File: config.mk
export PLATFORM = sky130hd
export DESIGN_NAME = muldiv_sequencer
export DESIGN_NICKNAME = d
export VERILOG_FILES = /design/src/rtl/muldiv_pkg.sv /design/src/rtl/muldiv_cnt.sv /design/src/rtl/muldiv_sequencer.sv
export SDC_FILE = /design/constraint.sdc
export NUM_CORES = 1
export LEC_CHECK = 0
export CORE_MARGIN = 2
export CORE_UTILIZATION = 40
export DETAILED_ROUTE_END_ITERATION = 16
export GPL_TIMING_DRIVEN = 0
export MAX_ROUTING_LAYER = met4
export PLACE_DENSITY = 0.91
export SLEW_MARGIN = 20
export SYNTH_ARGS = -nofsm -noshare
export SYNTH_HDL_FRONTEND = slang
export SYNTH_SLANG_ARGS = --single-unit
File: constraint.sdc
create_clock -name clk -period 2.2 [get_ports clk]
set_clock_uncertainty 0.15 [all_clocks]
set_input_delay 0.22 -clock clk [delete_from_list [all_inputs] [get_ports clk]]
set_output_delay 0.22 -clock clk [all_outputs]
set_load 0.01 [all_outputs]
File: src/rtl/muldiv_pkg.sv
// muldiv_pkg: shared op codes, sequencer state encoding and HI/LO mux select
// values for the mult/div sequencer.
// Optional feature macro (used by muldiv_sequencer): MULDIV_EARLY_DZ_EN
package muldiv_pkg;

    typedef enum logic [1:0] {
        OP_MULT = 2'b00,
        OP_DIV  = 2'b01,
        OP_DIVM = 2'b10,
        OP_ILL  = 2'b11
    } op_e;

    typedef enum logic [2:0] {
        S_IDLE  = 3'd0,
        S_INIT  = 3'd1,
        S_RUN   = 3'd2,
        S_WRITE = 3'd3,
        S_EXC   = 3'd4
    } state_e;

    localparam logic HILO_SEL_DIV  = 1'b0;
    localparam logic HILO_SEL_MULT = 1'b1;

    // True for both divide flavours (A/B and B/MDR)
    function automatic logic is_div_op(input op_e op);
        return (op == OP_DIV) || (op == OP_DIVM);
    endfunction

endpackage

File: src/rtl/muldiv_cnt.sv
// muldiv_cnt: loadable down-counter with zero flag. A decrement request at
// zero is ignored so the count never wraps.
module muldiv_cnt
    import muldiv_pkg::*;
#(
    parameter int unsigned CNT_W = 6
) (
    input  logic             clk,
    input  logic             reset,
    input  logic             load,
    input  logic             dec,
    input  logic [CNT_W-1:0] load_val,
    output logic [CNT_W-1:0] count,
    output logic             zero
);

    logic [CNT_W-1:0] cnt_q;
    logic [CNT_W-1:0] cnt_d;

    // Next count: load has priority, decrement only while nonzero
    always_comb begin
        cnt_d = cnt_q;
        if (load) begin
            cnt_d = load_val;
        end else if (dec && (cnt_q != '0)) begin
            cnt_d = cnt_q - 1'b1;
        end
    end

    // Count register, synchronous active-low reset
    always_ff @(posedge clk) begin
        if (!reset) begin
            cnt_q <= '0;
        end else begin
            cnt_q <= cnt_d;
        end
    end

    assign count = cnt_q;
    assign zero  = (cnt_q == '0);

endmodule

File: src/rtl/muldiv_sequencer.sv
// muldiv_sequencer: multi-cycle sequencer for the iterative mult/div units
// and the HI/LO register pair. Accepts one start pulse with an op code,
// pulses the unit init, waits the iteration count, then either loads HI/LO
// (done) or reports a divide-by-zero exception.
// Optional feature macro: MULDIV_EARLY_DZ_EN -- detect a zero divisor in INIT
// from divisor_in and abort before the divider is started.
module muldiv_sequencer
    import muldiv_pkg::*;
#(
    parameter int unsigned MULT_CYCLES = 32,
    parameter int unsigned DIV_CYCLES  = 32,
    parameter int unsigned CNT_W       = 6
) (
    input  logic        clk,
    input  logic        reset,
    input  logic        start,
    input  logic [1:0]  op,
    input  logic        div_zero_in,
    input  logic [31:0] divisor_in,
    output logic        busy,
    output logic        done,
    output logic        div_zero_exc,
    output logic        mult_init,
    output logic        div_init,
    output logic        div_src_sel,
    output logic        hilo_sel,
    output logic        hl_load
);

    state_e state_q, state_d;
    op_e    op_q, op_d;
    op_e    op_in;

    logic busy_q, busy_d;
    logic done_q, done_d;
    logic exc_q, exc_d;
    logic mult_init_q, mult_init_d;
    logic div_init_q, div_init_d;
    logic src_sel_q, src_sel_d;
    logic hilo_sel_q, hilo_sel_d;
    logic hl_load_q, hl_load_d;

    logic             cnt_load;
    logic             cnt_dec;
    logic [CNT_W-1:0] cnt_load_val;
    logic [CNT_W-1:0] cnt_value;
    logic             cnt_zero;

    assign op_in = op_e'(op);

    // Iteration counter: loaded in INIT, decremented through RUN
    muldiv_cnt #(
        .CNT_W(CNT_W)
    ) u_cnt (
        .clk     (clk),
        .reset   (reset),
        .load    (cnt_load),
        .dec     (cnt_dec),
        .load_val(cnt_load_val),
        .count   (cnt_value),
        .zero    (cnt_zero)
    );

    // Next-state and next-output decode; outputs are registered so each one
    // is set on the same edge that enters the state it belongs to
    always_comb begin
        state_d      = state_q;
        op_d         = op_q;
        busy_d       = busy_q;
        done_d       = 1'b0;
        exc_d        = 1'b0;
        mult_init_d  = 1'b0;
        div_init_d   = 1'b0;
        src_sel_d    = src_sel_q;
        hilo_sel_d   = hilo_sel_q;
        hl_load_d    = 1'b0;
        cnt_load     = 1'b0;
        cnt_dec      = 1'b0;
        cnt_load_val = (op_q == OP_MULT) ? CNT_W'(MULT_CYCLES - 1)
                                         : CNT_W'(DIV_CYCLES - 1);

        unique case (state_q)
            S_IDLE: begin
                if (start && (op_in != OP_ILL)) begin
                    state_d     = S_INIT;
                    op_d        = op_in;
                    busy_d      = 1'b1;
                    mult_init_d = (op_in == OP_MULT);
                    div_init_d  = is_div_op(op_in);
                    src_sel_d   = (op_in == OP_DIVM);
                    hilo_sel_d  = (op_in == OP_MULT) ? HILO_SEL_MULT : HILO_SEL_DIV;
                end
            end

            S_INIT: begin
                cnt_load = 1'b1;
                state_d  = S_RUN;
`ifdef MULDIV_EARLY_DZ_EN
                if (is_div_op(op_q) && (divisor_in == '0)) begin
                    cnt_load = 1'b0;
                    state_d  = S_EXC;
                    exc_d    = 1'b1;
                end
`endif
            end

            S_RUN: begin
                cnt_dec = !cnt_zero;
                if (cnt_zero) begin
                    if (is_div_op(op_q) && div_zero_in) begin
                        state_d = S_EXC;
                        exc_d   = 1'b1;
                    end else begin
                        state_d   = S_WRITE;
                        done_d    = 1'b1;
                        hl_load_d = 1'b1;
                    end
                end
            end

            S_WRITE, S_EXC: begin
                state_d    = S_IDLE;
                busy_d     = 1'b0;
                src_sel_d  = 1'b0;
                hilo_sel_d = 1'b0;
            end

            default: begin
                state_d    = S_IDLE;
                busy_d     = 1'b0;
                src_sel_d  = 1'b0;
                hilo_sel_d = 1'b0;
            end
        endcase
    end

    // FSM state, latched op and registered outputs
    always_ff @(posedge clk) begin
        if (!reset) begin
            state_q     <= S_IDLE;
            op_q        <= OP_MULT;
            busy_q      <= 1'b0;
            done_q      <= 1'b0;
            exc_q       <= 1'b0;
            mult_init_q <= 1'b0;
            div_init_q  <= 1'b0;
            src_sel_q   <= 1'b0;
            hilo_sel_q  <= 1'b0;
            hl_load_q   <= 1'b0;
        end else begin
            state_q     <= state_d;
            op_q        <= op_d;
            busy_q      <= busy_d;
            done_q      <= done_d;
            exc_q       <= exc_d;
            mult_init_q <= mult_init_d;
            div_init_q  <= div_init_d;
            src_sel_q   <= src_sel_d;
            hilo_sel_q  <= hilo_sel_d;
            hl_load_q   <= hl_load_d;
        end
    end

    assign busy         = busy_q;
    assign done         = done_q;
    assign div_zero_exc = exc_q;
    assign mult_init    = mult_init_q;
    assign div_src_sel  = src_sel_q;
    assign hilo_sel     = hilo_sel_q;
    assign hl_load      = hl_load_q;

`ifdef MULDIV_EARLY_DZ_EN
    // divisor_in is only meaningful once div_src_sel has settled in INIT, so
    // the init pulse is gated there rather than decided a cycle earlier
    assign div_init = div_init_q && (divisor_in != '0);
`else
    assign div_init = div_init_q;
`endif

endmodule
==> impl_metrics.ini <==
[drt]
maxUsedRoutingLayer = met4
vias = 886
vias_per_cell = 5.79
wl_met1_um = 930
drtPass1Iterations = 4
initialDrtViolationCount = 27
route.final.wire_length_mm = 2.16
wire_length_on_met2_mm = 1.08
dr_wl_met3_um = 131
post-route-drc-count = 0
routed_wire_length_per_instance_um = 14.1
ant_nets = 0

[power_and_ir_drop]
totalPowerFinal_mw = 0.963
netSwitchingPower_mw = 0.333
powerDensity_nw_per_um2 = 841
power_frac_seq_pct = 42.1
p_clk_share_pct = 21.0
p_int_mw = 0.630
switching_power_as_a_share_of_total_power_pct = 34.5
static_leakage_nw = 0.439
worst_ir_drop_vdd_mv = 0.508
power.share.combinational_pct = 36.8

[grt]
global_route.usage.total_pct = 18.5
grt_start_max_net_pins = 11
grt_pass1_vias = 857
grt.overflow.total = 0
grt_pass1_wl_mm = 3.69
grt_antenna_before_repair = 0

[timing]
setup-tns-final_ns = 0
final_setup_violations = 0
hold_viol = 0
grt_setup_unrepaired = no
slew_headroom_pct = 32.5
layout_min_cycle_time_ns = 2.00
max_freq_mhz = 501
timing.final.max_slew_violations = 0
min_period_over_period_pct = 90.8
worstMarginPinSlew_ns = 0.998

[logic_synthesis]
yosysSeqAreaShare_pct = 37.8
syn_area_per_cell_um2 = 8.75
synth.area.top_cells = dfxtp_1, ha_1, a21oi_1
ys_ff_latch = 18
mapped_cells = 109
syn_nets = 152
yosys.area.top_type = dfxtp_1
mapped_cell_area_um2 = 953
synth_cell_types = 36
ys.warnings.count = 0
synth_top_area_share_pct = 37.8

[worst_hold_path]
hp-class = in -> reg
hold_path_startpoint = reset
worstHoldEndpoint = u_cnt.count[0]
hold_path_depth = 3

[finish]
antenna_cells_inserted = 0
area_growth_pct = 20.1
mostFrequentLayoutCell = dfxtp_1
design.final.nets = 169
layout_common_cells = dfxtp_1, clkdlybuf4s50_1, nand3_1, a21oi_1
post_route_cells_drive_above_1_share_pct = 8.80
final_cell_area_um2 = 1140

[clock_tree]
cts.path.max_buffers = 2
cts_repair_resize_count = 0
clkLatencyLatePin_ns = 0.29
cts_setup_buffers = 0
cts-buffers-inserted = 3
cts_tree = yes
cts-root-buf = clkbuf_4
ctsHtreeMaxLevel = 1
clk_transition_reported_paths_ns = 0.10
cts_hold_buf = 0
clock_sinks = 18

[setup_path]
highest_fanout_seen_on_the_critical_path = 6
start_kind = flop
reg2reg_depth = 5
critical_path.reg2reg.endpoint = state_q[0]
reg2reg_slack_ns = 0.20
critical_path_required_ns = 2.25
arrival_ns = 2.04
setup.worst_path.start = u_cnt.count[0]
timing.critical_path.to_type = flop
startpoint_of_the_lowest_slack_register_to_register_path = u_cnt.count[0]
worstSetupPathType = reg -> reg

[floorplan]
initial_utilization_pct = 42.7
die_area_um2 = 2790
coreArea_um2 = 2230
die_x_um = 52.8
pin_count = 46
die_h_um = 52.8
rows = 17

[flow_run]
timing.max_cap.violations = 0

[placement]
routabilityCongestion = 0.835
port_buffers = 12
dpl_cell_area_um2 = 1110
dpl.hpwl_mm = 1.59

[run_status]
run_status = finished, final reports clean
## how the worst max path moves through the flow
stage	endpoint	slack [ns]	depth (start not counted)
3_3_place_gp	busy	0.18	5
5_1_grt	state_q[2]	0.04	5
6_report	state_q[0]	0.20	5
3_5_place_dp	busy	0.15	5
2_1_floorplan	state_q[0]	0.40	5
4_1_cts	state_q[2]	0.20	5
## layout make-up
class | instances | area [um^2]
plain buffers | 6 | 26.3
repair buffers | 12 | 120
flip-flops and latches | 18 | 360
inverters | 7 | 26.3
clock buffers | 4 | 36.3
fillers | 218 | 1090
well taps | 28 | 35.0
multi-input cells | 78 | 541
## synth_stat cells
master    instances
a211oi_1          1
a21boi_0          1
a21o_1            1
a21oi_1           8
a221oi_1          2
a311oi_1          1
a41o_1            1
and3_1            2
buf_4             1
clkbuf_1          5
clkinv_1          1
dfxtp_1          18
ha_1              5
inv_1             6
mux2i_1           2
nand2_1           2
nand2b_1          4
nand3_1           8
nand4b_1          1
nor2_1            6
nor2b_1           2
nor3_1            2
nor3b_1           2
nor4_1            3
nor4b_1           3
o211ai_1          3
o21ai_0           6
o21bai_1          1
o31ai_1           1
o32ai_1           2
or2_4             1
or3_1             1
or3b_2            2
or4b_2            2
or4b_4            1
xnor2_1           1
## flip-flops by register name, summed over array words and instances, names as in the netlist
signal,cells
mult_init,1
div_init,1
div_src_sel,1
op_q,2
busy,1
div_zero_exc,1
state_q,3
u_cnt.count,6
hilo_sel,1
hl_load,1
## routing by layer
layer  vias to the layer above  GRT usage (%)
li1                        438              -
met1                       414           20.3
met2                        30           30.0
met3                         4           6.57
met4                         0           8.12
met5                         -              -
## power by group through the flow
stage / combinational (mW) / sequential [mW] / clock [mW]
2_1_floorplan: 0.261 / 0.405 / 0
3_3_place_gp: 0.330 / 0.408 / 0
3_5_place_dp: 0.345 / 0.412 / 0
4_1_cts: 0.348 / 0.404 / 0.207
5_1_grt: 0.393 / 0.411 / 0.221
6_report: 0.355 / 0.406 / 0.203
## cells by family after synthesis
logic type,Yosys count,share of synthesized area [%]
flip-flops,18,37.8
multiplexers,2,2.10
buffers and inverters,13,5.51
AND/OR/NAND/NOR,42,27.8
adder cells (fa/ha/maj),5,6.56
XOR/XNOR,1,0.919
AO/OA/AOI/OAI,28,19.3
## critical path, cell delays in order, from the launching register on
cell	delay [ns]
dfxtp_1	0.35
inv_1	0.12
ha_1	0.18
or4b_4	0.51
or2_4	0.28
a221oi_1	0.32
## metrics by stage
step / hold WS (ns) / instances / utilization (%) / setup WS (ns)
final: 0.227 / 153 / 51.3 / 0.203
after floorplan: 0.218 / 109 / - / 0.404
after global placement: 0.305 / 149 / 49.6 / 0.179
after CTS: 0.215 / 153 / 51.3 / 0.203
after detailed placement: 0.315 / 149 / 49.6 / 0.153
after global routing: 0.252 / 153 / 51.3 / 0.0435
Power figures use the tool's default switching activity.
